## config.mk

```make
export PLATFORM = sky130hd
export DESIGN_NAME = dsram_bridge
export DESIGN_NICKNAME = d
export VERILOG_FILES = /design/src/rtl/dsram_bridge.sv
export SDC_FILE = /design/constraint.sdc
export NUM_CORES = 1
export LEC_CHECK = 0
export CAP_MARGIN = 20
export CORE_ASPECT_RATIO = 0.75
export CORE_MARGIN = 4
export CORE_UTILIZATION = 25
export CTS_BUF_LIST = sky130_fd_sc_hd__clkbuf_16
export DETAILED_ROUTE_END_ITERATION = 7
export GPL_TIMING_DRIVEN = 0
export SYNTH_ARGS = -nofsm -noshare
export SYNTH_HDL_FRONTEND = slang
export SYNTH_SLANG_ARGS = --single-unit
```

## constraint.sdc

```tcl
create_clock -name clk -period 4.55 [get_ports clk]
set_input_delay 0.91 -clock clk [delete_from_list [all_inputs] [get_ports clk]]
set_output_delay 0.91 -clock clk [all_outputs]
set_load 0.05 [all_outputs]
```

## src/rtl/dsram_bridge.sv

```systemverilog
// rtl/dsram_bridge.sv - memory-stage SRAM request to req/addr_ok/data_ok bridge with flush cancel
// Optional data_ok watchdog enabled by defining DSRAM_TIMEOUT_EN.
module dsram_bridge #(
  parameter int TIMEOUT_CYCLES = 255
) (
  input  logic        clk,
  input  logic        resetn,
  input  logic        ms_valid,
  input  logic        ms_mem_en,
  input  logic        ms_advance,
  input  logic        flush,
  input  logic [3:0]  data_sram_wen,
  input  logic [31:0] data_sram_addr,
  input  logic [31:0] data_sram_wdata,
  output logic        data_req,
  output logic        data_wr,
  output logic [1:0]  data_size,
  output logic [31:0] data_addr,
  output logic [3:0]  data_wstrb,
  output logic [31:0] data_wdata,
  input  logic        data_addr_ok,
  input  logic        data_data_ok,
  input  logic [31:0] data_rdata,
  output logic        ms_stall,
  output logic [31:0] ms_rdata,
  output logic        bus_err
);

  typedef enum logic [2:0] {IDLE, REQ, WAIT, DONE, CANCEL} state_t;

  state_t      state, state_next;
  logic [31:0] addr_q, wdata_q, rdata_q;
  logic [3:0]  wen_q;
  logic        mem_pending, is_store, start, capture, timeout, tmo_fire;
  logic [1:0]  store_size;

  assign mem_pending = ms_valid & ms_mem_en;
  assign is_store    = |wen_q;
  assign tmo_fire    = timeout & ~data_data_ok;

`ifdef DSRAM_TIMEOUT_EN
  localparam int CNT_W = ($clog2(TIMEOUT_CYCLES + 1) > 8) ? $clog2(TIMEOUT_CYCLES + 1) : 8;

  logic [CNT_W-1:0] cnt;
  logic             bus_err_q;

  assign timeout = ((state == WAIT) || (state == CANCEL)) && (cnt == CNT_W'(TIMEOUT_CYCLES - 1));
  assign bus_err = bus_err_q;

  // Counter restarts on every state change so WAIT and CANCEL each get a full window
  always_ff @(posedge clk or negedge resetn) begin
    if (!resetn) begin
      cnt       <= '0;
      bus_err_q <= 1'b0;
    end else begin
      bus_err_q <= tmo_fire;
      if (state_next != state)
        cnt <= '0;
      else if ((state == WAIT) || (state == CANCEL))
        cnt <= cnt + 1'b1;
    end
  end
`else
  logic unused_timeout_cfg;

  assign unused_timeout_cfg = ^TIMEOUT_CYCLES;
  assign timeout            = 1'b0;
  assign bus_err            = 1'b0;
`endif

  always_comb begin
    state_next = state;
    start      = 1'b0;
    capture    = 1'b0;
    ms_stall   = 1'b0;
    case (state)
      IDLE: begin
        if (mem_pending && !flush) begin
          start      = 1'b1;
          ms_stall   = 1'b1;
          state_next = REQ;
        end
      end
      REQ: begin
        ms_stall = 1'b1;
        if (data_addr_ok) begin
          if (data_data_ok && flush) begin
            state_next = IDLE;
          end else if (data_data_ok) begin
            capture    = ~is_store;
            state_next = DONE;
          end else if (flush) begin
            state_next = CANCEL;
          end else begin
            state_next = WAIT;
          end
        end else if (flush) begin
          state_next = IDLE;
        end
      end
      WAIT: begin
        ms_stall = 1'b1;
        if (data_data_ok && flush) begin
          state_next = IDLE;
        end else if (data_data_ok) begin
          capture    = ~is_store;
          state_next = DONE;
        end else if (tmo_fire) begin
          state_next = IDLE;
        end else if (flush) begin
          state_next = CANCEL;
        end
      end
      DONE: begin
        if (ms_advance || flush)
          state_next = IDLE;
      end
      CANCEL: begin
        // Hold off the next memory instruction until the orphaned response drains
        ms_stall = mem_pending;
        if (data_data_ok || tmo_fire)
          state_next = IDLE;
      end
      default: state_next = IDLE;
    endcase
  end

  always_ff @(posedge clk or negedge resetn) begin
    if (!resetn) begin
      state   <= IDLE;
      addr_q  <= '0;
      wen_q   <= '0;
      wdata_q <= '0;
      rdata_q <= '0;
    end else begin
      state <= state_next;
      if (start) begin
        addr_q  <= data_sram_addr;
        wen_q   <= data_sram_wen;
        wdata_q <= data_sram_wdata;
      end
      if (capture)
        rdata_q <= data_rdata;
    end
  end

  always_comb begin
    case (wen_q)
      4'b1111:          store_size = 2'd2;
      4'b0011, 4'b1100: store_size = 2'd1;
      default:          store_size = 2'd0;
    endcase
  end

  // Request fields come only from the latched copies, so they cannot move while REQ waits on addr_ok
  always_comb begin
    data_req   = 1'b0;
    data_wr    = 1'b0;
    data_size  = 2'd0;
    data_addr  = '0;
    data_wstrb = '0;
    data_wdata = '0;
    if (state == REQ) begin
      data_req = 1'b1;
      if (is_store) begin
        data_wr    = 1'b1;
        data_size  = store_size;
        data_addr  = addr_q;
        data_wstrb = wen_q;
        data_wdata = wdata_q;
      end else begin
        data_size = 2'd2;
        data_addr = {addr_q[31:2], 2'b00};
      end
    end
  end

  assign ms_rdata = rdata_q;

endmodule

```

==> impl_metrics.py, run 1 <==
metrics = {
    "status": {
        "status": "completed",
    },
    "floorplanning": {
        "initial_utilization_pct": 25.6,
        "rows": 42,
        "io_pins": 214,
        "die_y_um": 125,
        "fp.dieW_um": 163,
        "dieArea_um2": 20300,
        "core_um2": 17700,
    },
    "worst_setup_path": {
        "reg2reg_depth": 5,
        "path_class": "reg2out",
        "crit_required_ns": 3.64,
        "crit_path_start_kind": "flop",
        "end_kind": "primary output",
        "cp_max_fo": 10,
        "crit_arrival_ns": 3.03,
    },
    "timing": {
        "setup_slack_ns": 0.607,
        "setup_viol": 0,
        "finalSetupTns_ns": 0,
        "post-route-period-util_pct": 86.7,
        "tightest_slew_ns": 0.686,
        "rsz0062_at_grt": "false",
        "hold_viol_final": 0,
        "slew_violations": 0,
        "slew_headroom_pct": 54.2,
        "timing.hold.ws_ns": 0.489,
        "fmax_mhz": 254,
        "fin_skew_ns": 0.00491,
        "finalCriticalPeriod_ns": 3.94,
    },
    "detailed_routing": {
        "num_vias": 3533,
        "drc_errors": 0,
        "first_iter_violations": 76,
        "vias_per_cell": 4.39,
        "ant_nets": 0,
        "dr.pass1.iters": 4,
        "wl_um": 13200,
        "wl_per_cell_um": 16.4,
    },
    "synth": {
        "synthesis.nets": 442,
        "syn_inst": 334,
        "ys_ff_latch": 103,
        "synth.distinct_cells": 32,
        "ys_seq_area_share_pct": 57.0,
        "synth-warning-count": 0,
        "synth_area_leaders": "dfrtp_1 (57%), mux2_2 (25%), and3_1 (9.5%), clkbuf_1 (1.2%), buf_6 (0.75%)",
        "yosysTopAreaCell": "dfrtp_1",
        "syn_area_per_cell_um2": 13.5,
        "syn_area_um2": 4530,
        "yosysTopAreaCellShare_pct": 57.0,
    },
    "power_and_ir_drop": {
        "p_seq_share_pct": 38.1,
        "power.share.combinational_pct": 41.3,
        "p_int_mw": 2.15,
        "switchingPower_mw": 1.32,
        "clockPowerShare_pct": 20.7,
        "power_density_nw_per_um2": 479,
        "p_leak_nw": 3.17,
        "p_sw_share_pct": 38.0,
        "max-vdd-ir-drop_mv": 0.334,
    },
    "layout": {
        "antenna_cells": 0,
        "fin_nets": 666,
        "area_growth_pct": 60.2,
        "seq_area_um2": 2580,
        "utilization_pct": 40.9,
        "multiInputGateArea_um2": 1800,
        "drive_above_1_share_pct": 23.4,
        "fill_cells": 1676,
        "final_area_um2": 7250,
    },
    "clock_tree": {
        "h-tree-depth": 3,
        "root_buffer": "clkbuf_16",
        "hold_buffers": 0,
        "clkTransAtPathRegs_ns": 0.07,
        "cts_tree": "yes",
        "cts_sinks": 103,
        "cts_buffer_depth": 2,
        "cts_resized": 0,
        "cts_buffers": 9,
        "clk_latency_ns": 0.35,
        "cts_setup_buffers": 0,
    },
    "global_routing": {
        "antenna_found_initial": 0,
        "grt_max_degree": 55,
        "first_global_vias": 3830,
        "grt_overflow_total": 0,
        "grt_first_pass_wirelength_um": 20900,
        "grt_usage_pct": 12.9,
    },
    "placed_design": {
        "place_congestion": 0.787,
        "place_area_um2": 6980,
        "post-place-ws_ns": 0.890,
        "hpwl_um": 10200,
        "port-buffer-count": 212,
    },
    "hold_path": {
        "hold-path-cell-count": 1,
        "hold_path.class": "reg2reg",
    },
    "job": {
        "cap_violations": 0,
    },
}
==> metrics by stage <==
| step | power, mW | instances |
|---|---|---|
| finish | 3.47 | 805 |
| CTS | 3.53 | 805 |
| global placement | 2.75 | 788 |
| detailed placement | 2.79 | 789 |
| floorplan | 2.23 | 334 |
| global route | 3.65 | 805 |
==> kinds of logic (layout without fill, tap and decap cells) <==
group,Yosys count,after routing,share of synthesized area (%)
buf+inv,30,259,3.37
flops,103,103,57.0
other cells,1,1,0.0829
compound gates,10,10,1.63
simple gates,88,88,12.6
mux,102,102,25.3
==> cells in the mapped netlist <==
| cell type | count |
|---|---|
| mux2i_1 | 2 |
| mux2_2 | 99 |
| or4_1 | 1 |
| nor3_1 | 1 |
| nand2b_1 | 1 |
| nand4b_1 | 1 |
| nor2_1 | 3 |
| buf_6 | 3 |
| nor4bb_1 | 1 |
| or3b_2 | 1 |
| a311o_1 | 1 |
| buf_2 | 6 |
| mux2_1 | 1 |
| nor2_4 | 1 |
| a21oi_1 | 4 |
| nor3b_1 | 1 |
| clkbuf_2 | 2 |
| clkbuf_1 | 15 |
| nand4_1 | 1 |
| dfrtp_1 | 103 |
| conb_1 | 1 |
| nand2_1 | 3 |
| buf_4 | 2 |
| o21ai_0 | 1 |
| a31oi_1 | 3 |
| inv_1 | 2 |
| a211oi_4 | 1 |
| nor2b_1 | 1 |
| and3_1 | 69 |
| nor4b_4 | 1 |
| and3b_1 | 1 |
| nand3b_1 | 1 |
==> power groups by stage <==
stage	combinational, mW	clock, mW	sequential (mW)
6_report	1.43	0.718	1.32
5_1_grt	1.51	0.786	1.36
4_1_cts	1.45	0.754	1.33
3_5_place_dp	1.45	0	1.34
3_3_place_gp	1.42	0	1.32
2_1_floorplan	0.617	0	1.62
==> flip-flops by register name, summed over array words and instances, names as in the netlist <==
register,count
addr_q,32
ms_rdata,32
state,3
wdata_q,32
wen_q,4
==> worst max-delay path, cell delays in order, from the launching register on <==
cell and delay [ns]:
dfrtp_1 0.36, clkbuf_1 0.22, nor2_4 0.25, nand2_1 0.16, inv_1 0.26, clkbuf_1 0.37
and3_1 0.23, clkdlybuf4s50_1 0.83
==> final timing paths <==
path | start | endpoint | slack, ns
max | state[1]$_DFFE_PN0P_ | data_wdata[28] | 0.61
min | ms_rdata[6]$_DFFE_PN0P_ | ms_rdata[6]$_DFFE_PN0P_ | 0.49
max reg2reg | wen_q[0]$_DFFE_PN0P_ | ms_rdata[12]$_DFFE_PN0P_ | 2.22
min reg2reg | ms_rdata[6]$_DFFE_PN0P_ | ms_rdata[6]$_DFFE_PN0P_ | 0.49
max in group asynchronous | resetn | addr_q[4]$_DFFE_PN0P_ | 3.25
min in group asynchronous | resetn | wdata_q[8]$_DFFE_PN0P_ | 0.59
==> area by class of cell <==
type | count | share of cell area [%]
Buffer | 28 | 2.00
Clock inverter | 7 | 0.673
Multi-Input combinational cell | 201 | 24.8
Timing Repair Buffer | 213 | 29.6
Sequential cell | 103 | 35.6
Clock buffer | 9 | 3.11
Tap cell | 242 | 4.18
Inverter | 2 | 0.104
==> per-layer routing <==
metal / wire length (um) / GRT usage, %
met2: 6110 / 20.8
met1: 5730 / 15.9
met5: 0 / 0
met3: 1220 / 5.99
met4: 123 / 2.81
==> placed cells by master (no fill, tap or decap), types with 4 or more instances in the layout <==
| master | Yosys | routed |
|---|---|---|
| buf_2 | 6 | 6 |
| dfrtp_1 | 103 | 103 |
| a21oi_1 | 4 | 4 |
| clkbuf_1 | 15 | 15 |
| clkdlybuf4s50_1 | 0 | 211 |
| and3_1 | 69 | 69 |
| clkbuf_16 | 0 | 9 |
| mux2_2 | 99 | 99 |
(Power assumes the default switching activity.)
==> run 2: changes to the inputs <==
--- a/config.mk
+++ b/config.mk
@@ -12,6 +12,8 @@
 export CTS_BUF_LIST = sky130_fd_sc_hd__clkbuf_16
 export DETAILED_ROUTE_END_ITERATION = 7
 export GPL_TIMING_DRIVEN = 0
+export RECOVER_POWER = 100
+export SLEW_MARGIN = 30
 export SYNTH_ARGS = -nofsm -noshare
 export SYNTH_HDL_FRONTEND = slang
 export SYNTH_SLANG_ARGS = --single-unit
==> run 2 against run 1 <==
  * The run now ends with capacitance limit, slew limit left
  * Cell area down 0.90%
  * Largest power group unchanged
  * Power down 2.0%
  * Clock skew up 0.0058 ns
  * Worst setup slack worse by 0.079 ns
  * First-iteration DRC count up 63%
==> impl_metrics.py, run 2 (synthesized netlist as in run 1, its figures left out) <==
metrics = {
    "status": {
        "status": "finished with violations",
        "failed_checks": "capacitance limit, slew limit",
    },
    "worst_setup_path": {
        "cp_max_fo": 10,
        "end_kind": "primary output",
        "crit_path_cell_trace": "clkbuf_1 > nor2_4 > nand2_1 > inv_1 > clkbuf_1 > and3_1 > dlygate4sd3_1",
        "slowest_delay_ns": 0.90,
        "reg2reg_from": "state[1]$_DFFE_PN0P_",
        "reg2reg_depth": 6,
        "timing.rr.end": "wdata_q[10]$_DFFE_PN0P_",
        "crit_buf_inv": 4,
        "crit_slowest_cell": "dlygate4sd3_1",
        "path_class": "reg2out",
        "crit_path_start_kind": "flop",
        "r2r_setup_slack_ns": 1.05,
        "crit_required_ns": 3.64,
        "crit_family": "buffers and inverters",
        "crit_top_cell": "clkbuf_1",
        "crit_arrival_ns": 3.11,
    },
    "hold_path": {
        "worstHoldStart": "ms_rdata[6]$_DFFE_PN0P_",
        "hold-path-cell-count": 1,
        "whs_endpoint": "ms_rdata[6]$_DFFE_PN0P_",
        "hold_path.class": "reg2reg",
    },
    "clock_tree": {
        "cts_sinks": 103,
        "cts_resized": 0,
        "cts_buffers": 9,
        "cts_tree": "yes",
        "cts_buffer_depth": 2,
        "cts_setup_buffers": 0,
        "clkTransAtPathRegs_ns": 0.07,
        "clk_latency_ns": 0.35,
        "hold_buffers": 0,
        "root_buffer": "clkbuf_16",
        "h-tree-depth": 3,
    },
    "floorplanning": {
        "initial_utilization_pct": 25.6,
        "dieArea_um2": 20300,
        "fp.dieW_um": 163,
        "rows": 42,
        "die_y_um": 125,
        "core_um2": 17700,
        "io_pins": 214,
    },
    "detailed_routing": {
        "wl_um": 13100,
        "wl_per_cell_um": 16.2,
        "ant_nets": 0,
        "dr.pass1.iters": 4,
        "num_vias": 3513,
        "drc_errors": 0,
        "first_iter_violations": 124,
        "vias_per_cell": 4.36,
    },
    "layout": {
        "final_cell_mix": "dlygate4sd3_1 (107), clkdlybuf4s50_1 (104), dfrtp_1 (103)",
        "antenna_cells": 0,
        "fin_nets": 666,
        "area_growth_pct": 58.8,
        "final_area_um2": 7180,
        "utilization_pct": 40.6,
        "drive_above_1_share_pct": 21.1,
        "final_cells": 805,
        "layout_commonest_cell": "dlygate4sd3_1",
        "fill_cells": 1671,
    },
    "timing": {
        "post-route-period-util_pct": 88.4,
        "setup_slack_ns": 0.528,
        "fmax_mhz": 249,
        "hold_viol_final": 0,
        "finalSetupTns_ns": 0,
        "fin_skew_ns": 0.0107,
        "finalCriticalPeriod_ns": 4.02,
        "tightest_slew_ns": 2.66,
        "setup_viol": 0,
        "slew_headroom_pct": -77.0,
        "rsz0062_at_grt": "false",
        "timing.hold.ws_ns": 0.483,
        "slew_violations": 47,
    },
    "placed_design": {
        "dpl.cell_count": 789,
        "place_area_um2": 6980,
        "post-place-ws_ns": 0.913,
        "place_congestion": 0.787,
        "hpwl_um": 10200,
        "port-buffer-count": 212,
    },
    "power_and_ir_drop": {
        "p_leak_nw": 3.41,
        "finalPower_mw": 3.41,
        "power_density_nw_per_um2": 474,
        "max-vdd-ir-drop_mv": 0.392,
    },
    "global_routing": {
        "first_global_vias": 3813,
        "grt_first_pass_wirelength_um": 21000,
        "antenna_found_initial": 0,
        "grt_overflow_total": 0,
        "grt_max_degree": 58,
        "grt_usage_pct": 12.9,
    },
    "job": {
        "cap_violations": 1,
    },
}
==> run 2: worst max path at each step <==
stage                              start                  endpoint  cells past startpoint
CTS                 state[1]$_DFFE_PN0P_              data_addr[1]                      7
finish              state[1]$_DFFE_PN0P_              data_addr[1]                      7
global placement                  resetn  ms_rdata[14]$_DFFE_PN0P_                      1
detailed placement                 flush                  ms_stall                      5
floorplan                          flush                  ms_stall                      3
global route        state[1]$_DFFE_PN0P_              data_addr[1]                      7
==> run 2: final cells by class <==
| class | count | area [um2] | share of cell area (%) |
|---|---|---|---|
| Sequential cell | 103 | 2580 | 35.9 |
| Multi-Input combinational cell | 201 | 1770 | 24.6 |
| Tap cell | 242 | 303 | 4.21 |
| Timing Repair Buffer | 213 | 2140 | 29.8 |
| Buffer | 28 | 111 | 1.55 |
| Clock buffer | 9 | 225 | 3.13 |
| Clock inverter | 7 | 48.8 | 0.679 |
| Inverter | 2 | 7.51 | 0.104 |
==> run 2: power by group <==
| part | internal, mW | switching (mW) | total (mW) |
|---|---|---|---|
| Sequential | 1.19 | 0.130 | 1.32 |
| Clock | 0.371 | 0.351 | 0.722 |
| Combinational | 0.535 | 0.831 | 1.37 |
==> run 2: per-layer routing <==
metal	GRT usage, %	up-vias	part of all wire [%]
li1	-	1646	-
met1	15.9	1726	43
met2	20.9	129	46
met3	5.72	12	9.9
met4	3.16	0	1.1
met5	0	-	0
==> run 3: changes to the inputs <==
--- a/config.mk
+++ b/config.mk
@@ -7,12 +7,12 @@
 export LEC_CHECK = 0
 export CAP_MARGIN = 20
 export CORE_ASPECT_RATIO = 0.75
-export CORE_MARGIN = 4
 export CORE_UTILIZATION = 25
 export CTS_BUF_LIST = sky130_fd_sc_hd__clkbuf_16
 export DETAILED_ROUTE_END_ITERATION = 7
 export GPL_TIMING_DRIVEN = 0
 export RECOVER_POWER = 100
+export SKIP_LAST_GASP = 1
 export SLEW_MARGIN = 30
 export SYNTH_ARGS = -nofsm -noshare
 export SYNTH_HDL_FRONTEND = slang
==> run 3 against run 2 <==
  * The flow still finishes with violations (capacitance limit, slew limit)
  * Cell area increased by 0.23%
  * Combinational power is essentially flat
  * Worst setup slack worse by 0.054 ns
  * Register-to-register slack improved by 0.11 ns
  * Via count increased by 0.14%
  * Hold slack better by 0.0028 ns
  * Critical path type unchanged
==> impl_metrics.py, run 3 (synthesized netlist as in run 1, its figures left out) <==
metrics = {
    "clock_tree": {
        "hold_buffers": 0,
        "cts_tree": "yes",
        "cts_resized": 0,
        "clk_latency_ns": 0.35,
        "cts_buffers": 9,
        "root_buffer": "clkbuf_16",
        "cts_buffer_depth": 2,
        "clkTransAtPathRegs_ns": 0.07,
        "h-tree-depth": 3,
        "cts_setup_buffers": 0,
        "cts_sinks": 103,
    },
    "timing": {
        "timing.hold.ws_ns": 0.486,
        "setup_slack_ns": 0.474,
        "slew_violations": 54,
        "post-route-period-util_pct": 89.6,
        "rsz0062_at_grt": "false",
        "fin_skew_ns": 0.00951,
        "tightest_slew_ns": 2.65,
        "slew_headroom_pct": -77.0,
        "setup_viol": 0,
        "fmax_mhz": 245,
        "finalCriticalPeriod_ns": 4.08,
        "hold_viol_final": 0,
    },
    "power_and_ir_drop": {
        "switchingPower_mw": 1.33,
        "max-vdd-ir-drop_mv": 0.287,
        "p_seq_share_pct": 38.3,
        "power.share.combinational_pct": 39.8,
        "p_int_mw": 2.11,
        "p_sw_share_pct": 38.7,
        "finalPower_mw": 3.44,
        "p_leak_nw": 3.42,
        "power_density_nw_per_um2": 477,
        "clockPowerShare_pct": 21.8,
    },
    "job": {
        "cap_violations": 2,
    },
    "worst_setup_path": {
        "cp_max_fo": 10,
        "crit_required_ns": 3.64,
        "crit_arrival_ns": 3.17,
        "path_class": "reg2out",
        "crit_path_start_kind": "flop",
        "end_kind": "primary output",
    },
    "floorplanning": {
        "die_y_um": 119,
        "core_um2": 17700,
        "io_pins": 214,
        "fp.dieW_um": 157,
        "initial_utilization_pct": 25.6,
        "dieArea_um2": 18700,
        "rows": 42,
    },
    "detailed_routing": {
        "num_vias": 3518,
        "wl_per_cell_um": 15.6,
        "wl_um": 12500,
        "drc_errors": 0,
        "dr.pass1.iters": 4,
        "first_iter_violations": 146,
        "ant_nets": 0,
        "vias_per_cell": 4.37,
    },
    "placed_design": {
        "post-place-ws_ns": 0.869,
        "place_congestion": 0.747,
        "dpl.cell_count": 789,
        "hpwl_um": 9480,
        "port-buffer-count": 212,
    },
    "layout": {
        "layout_commonest_cell": "dlygate4sd3_1",
        "fin_nets": 666,
        "area_growth_pct": 59.1,
        "final_cells": 805,
        "final_cell_mix": "dlygate4sd3_1 (108), dfrtp_1 (103), clkdlybuf4s50_1 (103)",
        "antenna_cells": 0,
        "drive_above_1_share_pct": 21.7,
        "fill_cells": 1709,
    },
    "status": {
        "failed_checks": "capacitance limit, slew limit",
        "status": "finished with violations",
    },
    "global_routing": {
        "grt_usage_pct": 13.8,
        "grt_first_pass_wirelength_um": 19600,
        "grt_overflow_total": 0,
        "grt_max_degree": 58,
        "first_global_vias": 3723,
        "antenna_found_initial": 0,
    },
    "hold_path": {
        "hold_path.class": "reg2reg",
    },
}
[run 3: metal layers]
metal  GRT usage [%]  vias up  wire (um)
met5               0        -          0
met4            4.13        0        123
li1                -     1643          -
met1            17.2     1730       5380
met3            5.79        8       1210
met2            21.6      137       5810
[run 3: path summary, 6_finish.rpt]
| path | startpoint | slack, ns | depth (start not counted) | endpoint |
|---|---|---|---|---|
| setup / recovery | state[1]$_DFFE_PN0P_ | 0.47 | 7 | data_addr[1] |
| hold / removal | ms_rdata[6]$_DFFE_PN0P_ | 0.49 | 1 | ms_rdata[6]$_DFFE_PN0P_ |
| setup reg to reg | state[1]$_DFFE_PN0P_ | 1.16 | 6 | wdata_q[17]$_DFFE_PN0P_ |
| hold reg to reg | ms_rdata[6]$_DFFE_PN0P_ | 0.49 | 1 | ms_rdata[6]$_DFFE_PN0P_ |
| max in group asynchronous | resetn | 1.64 | 1 | addr_q[9]$_DFFE_PN0P_ |
| min in group asynchronous | resetn | 1.39 | 1 | addr_q[26]$_DFFE_PN0P_ |
[run 3: stage by stage]
stage,util (%),setup TNS (ns),instance area [um2]
finish,40.8,0,7200
detailed placement,39.5,0,6980
CTS,41.1,0,7270
global placement,39.4,-149.05,6950
floorplan,-,0,4530
global route,40.8,0,7200
[run 3: power by group through the flow]
stage	clock network (mW)	logic (mW)	registers, mW
finish	0.751	1.37	1.32
global route	0.827	1.44	1.36
CTS	0.790	1.45	1.32
detailed placement	0	1.45	1.34
global placement	0	1.42	1.32
floorplan	0	0.617	1.62
[run 3: critical path: stages, from the launching register on]
cell and delay (ns):
dfrtp_1 0.36, clkbuf_1 0.22, nor2_4 0.27, nand2_1 0.19, inv_1 0.29, clkbuf_1 0.37
and3_1 0.24, dlygate4sd3_1 0.88
[run 3: cell type report]
class,instances,area (um2),share of cell area [%]
Tap cell,242,303,4.21
Timing Repair Buffer,213,2140,29.8
Clock inverter,7,61.3,0.851
Sequential cell,103,2580,35.8
Inverter,2,7.51,0.104
Multi-Input combinational cell,201,1770,24.6
Buffer,28,115,1.60
Clock buffer,9,225,3.13
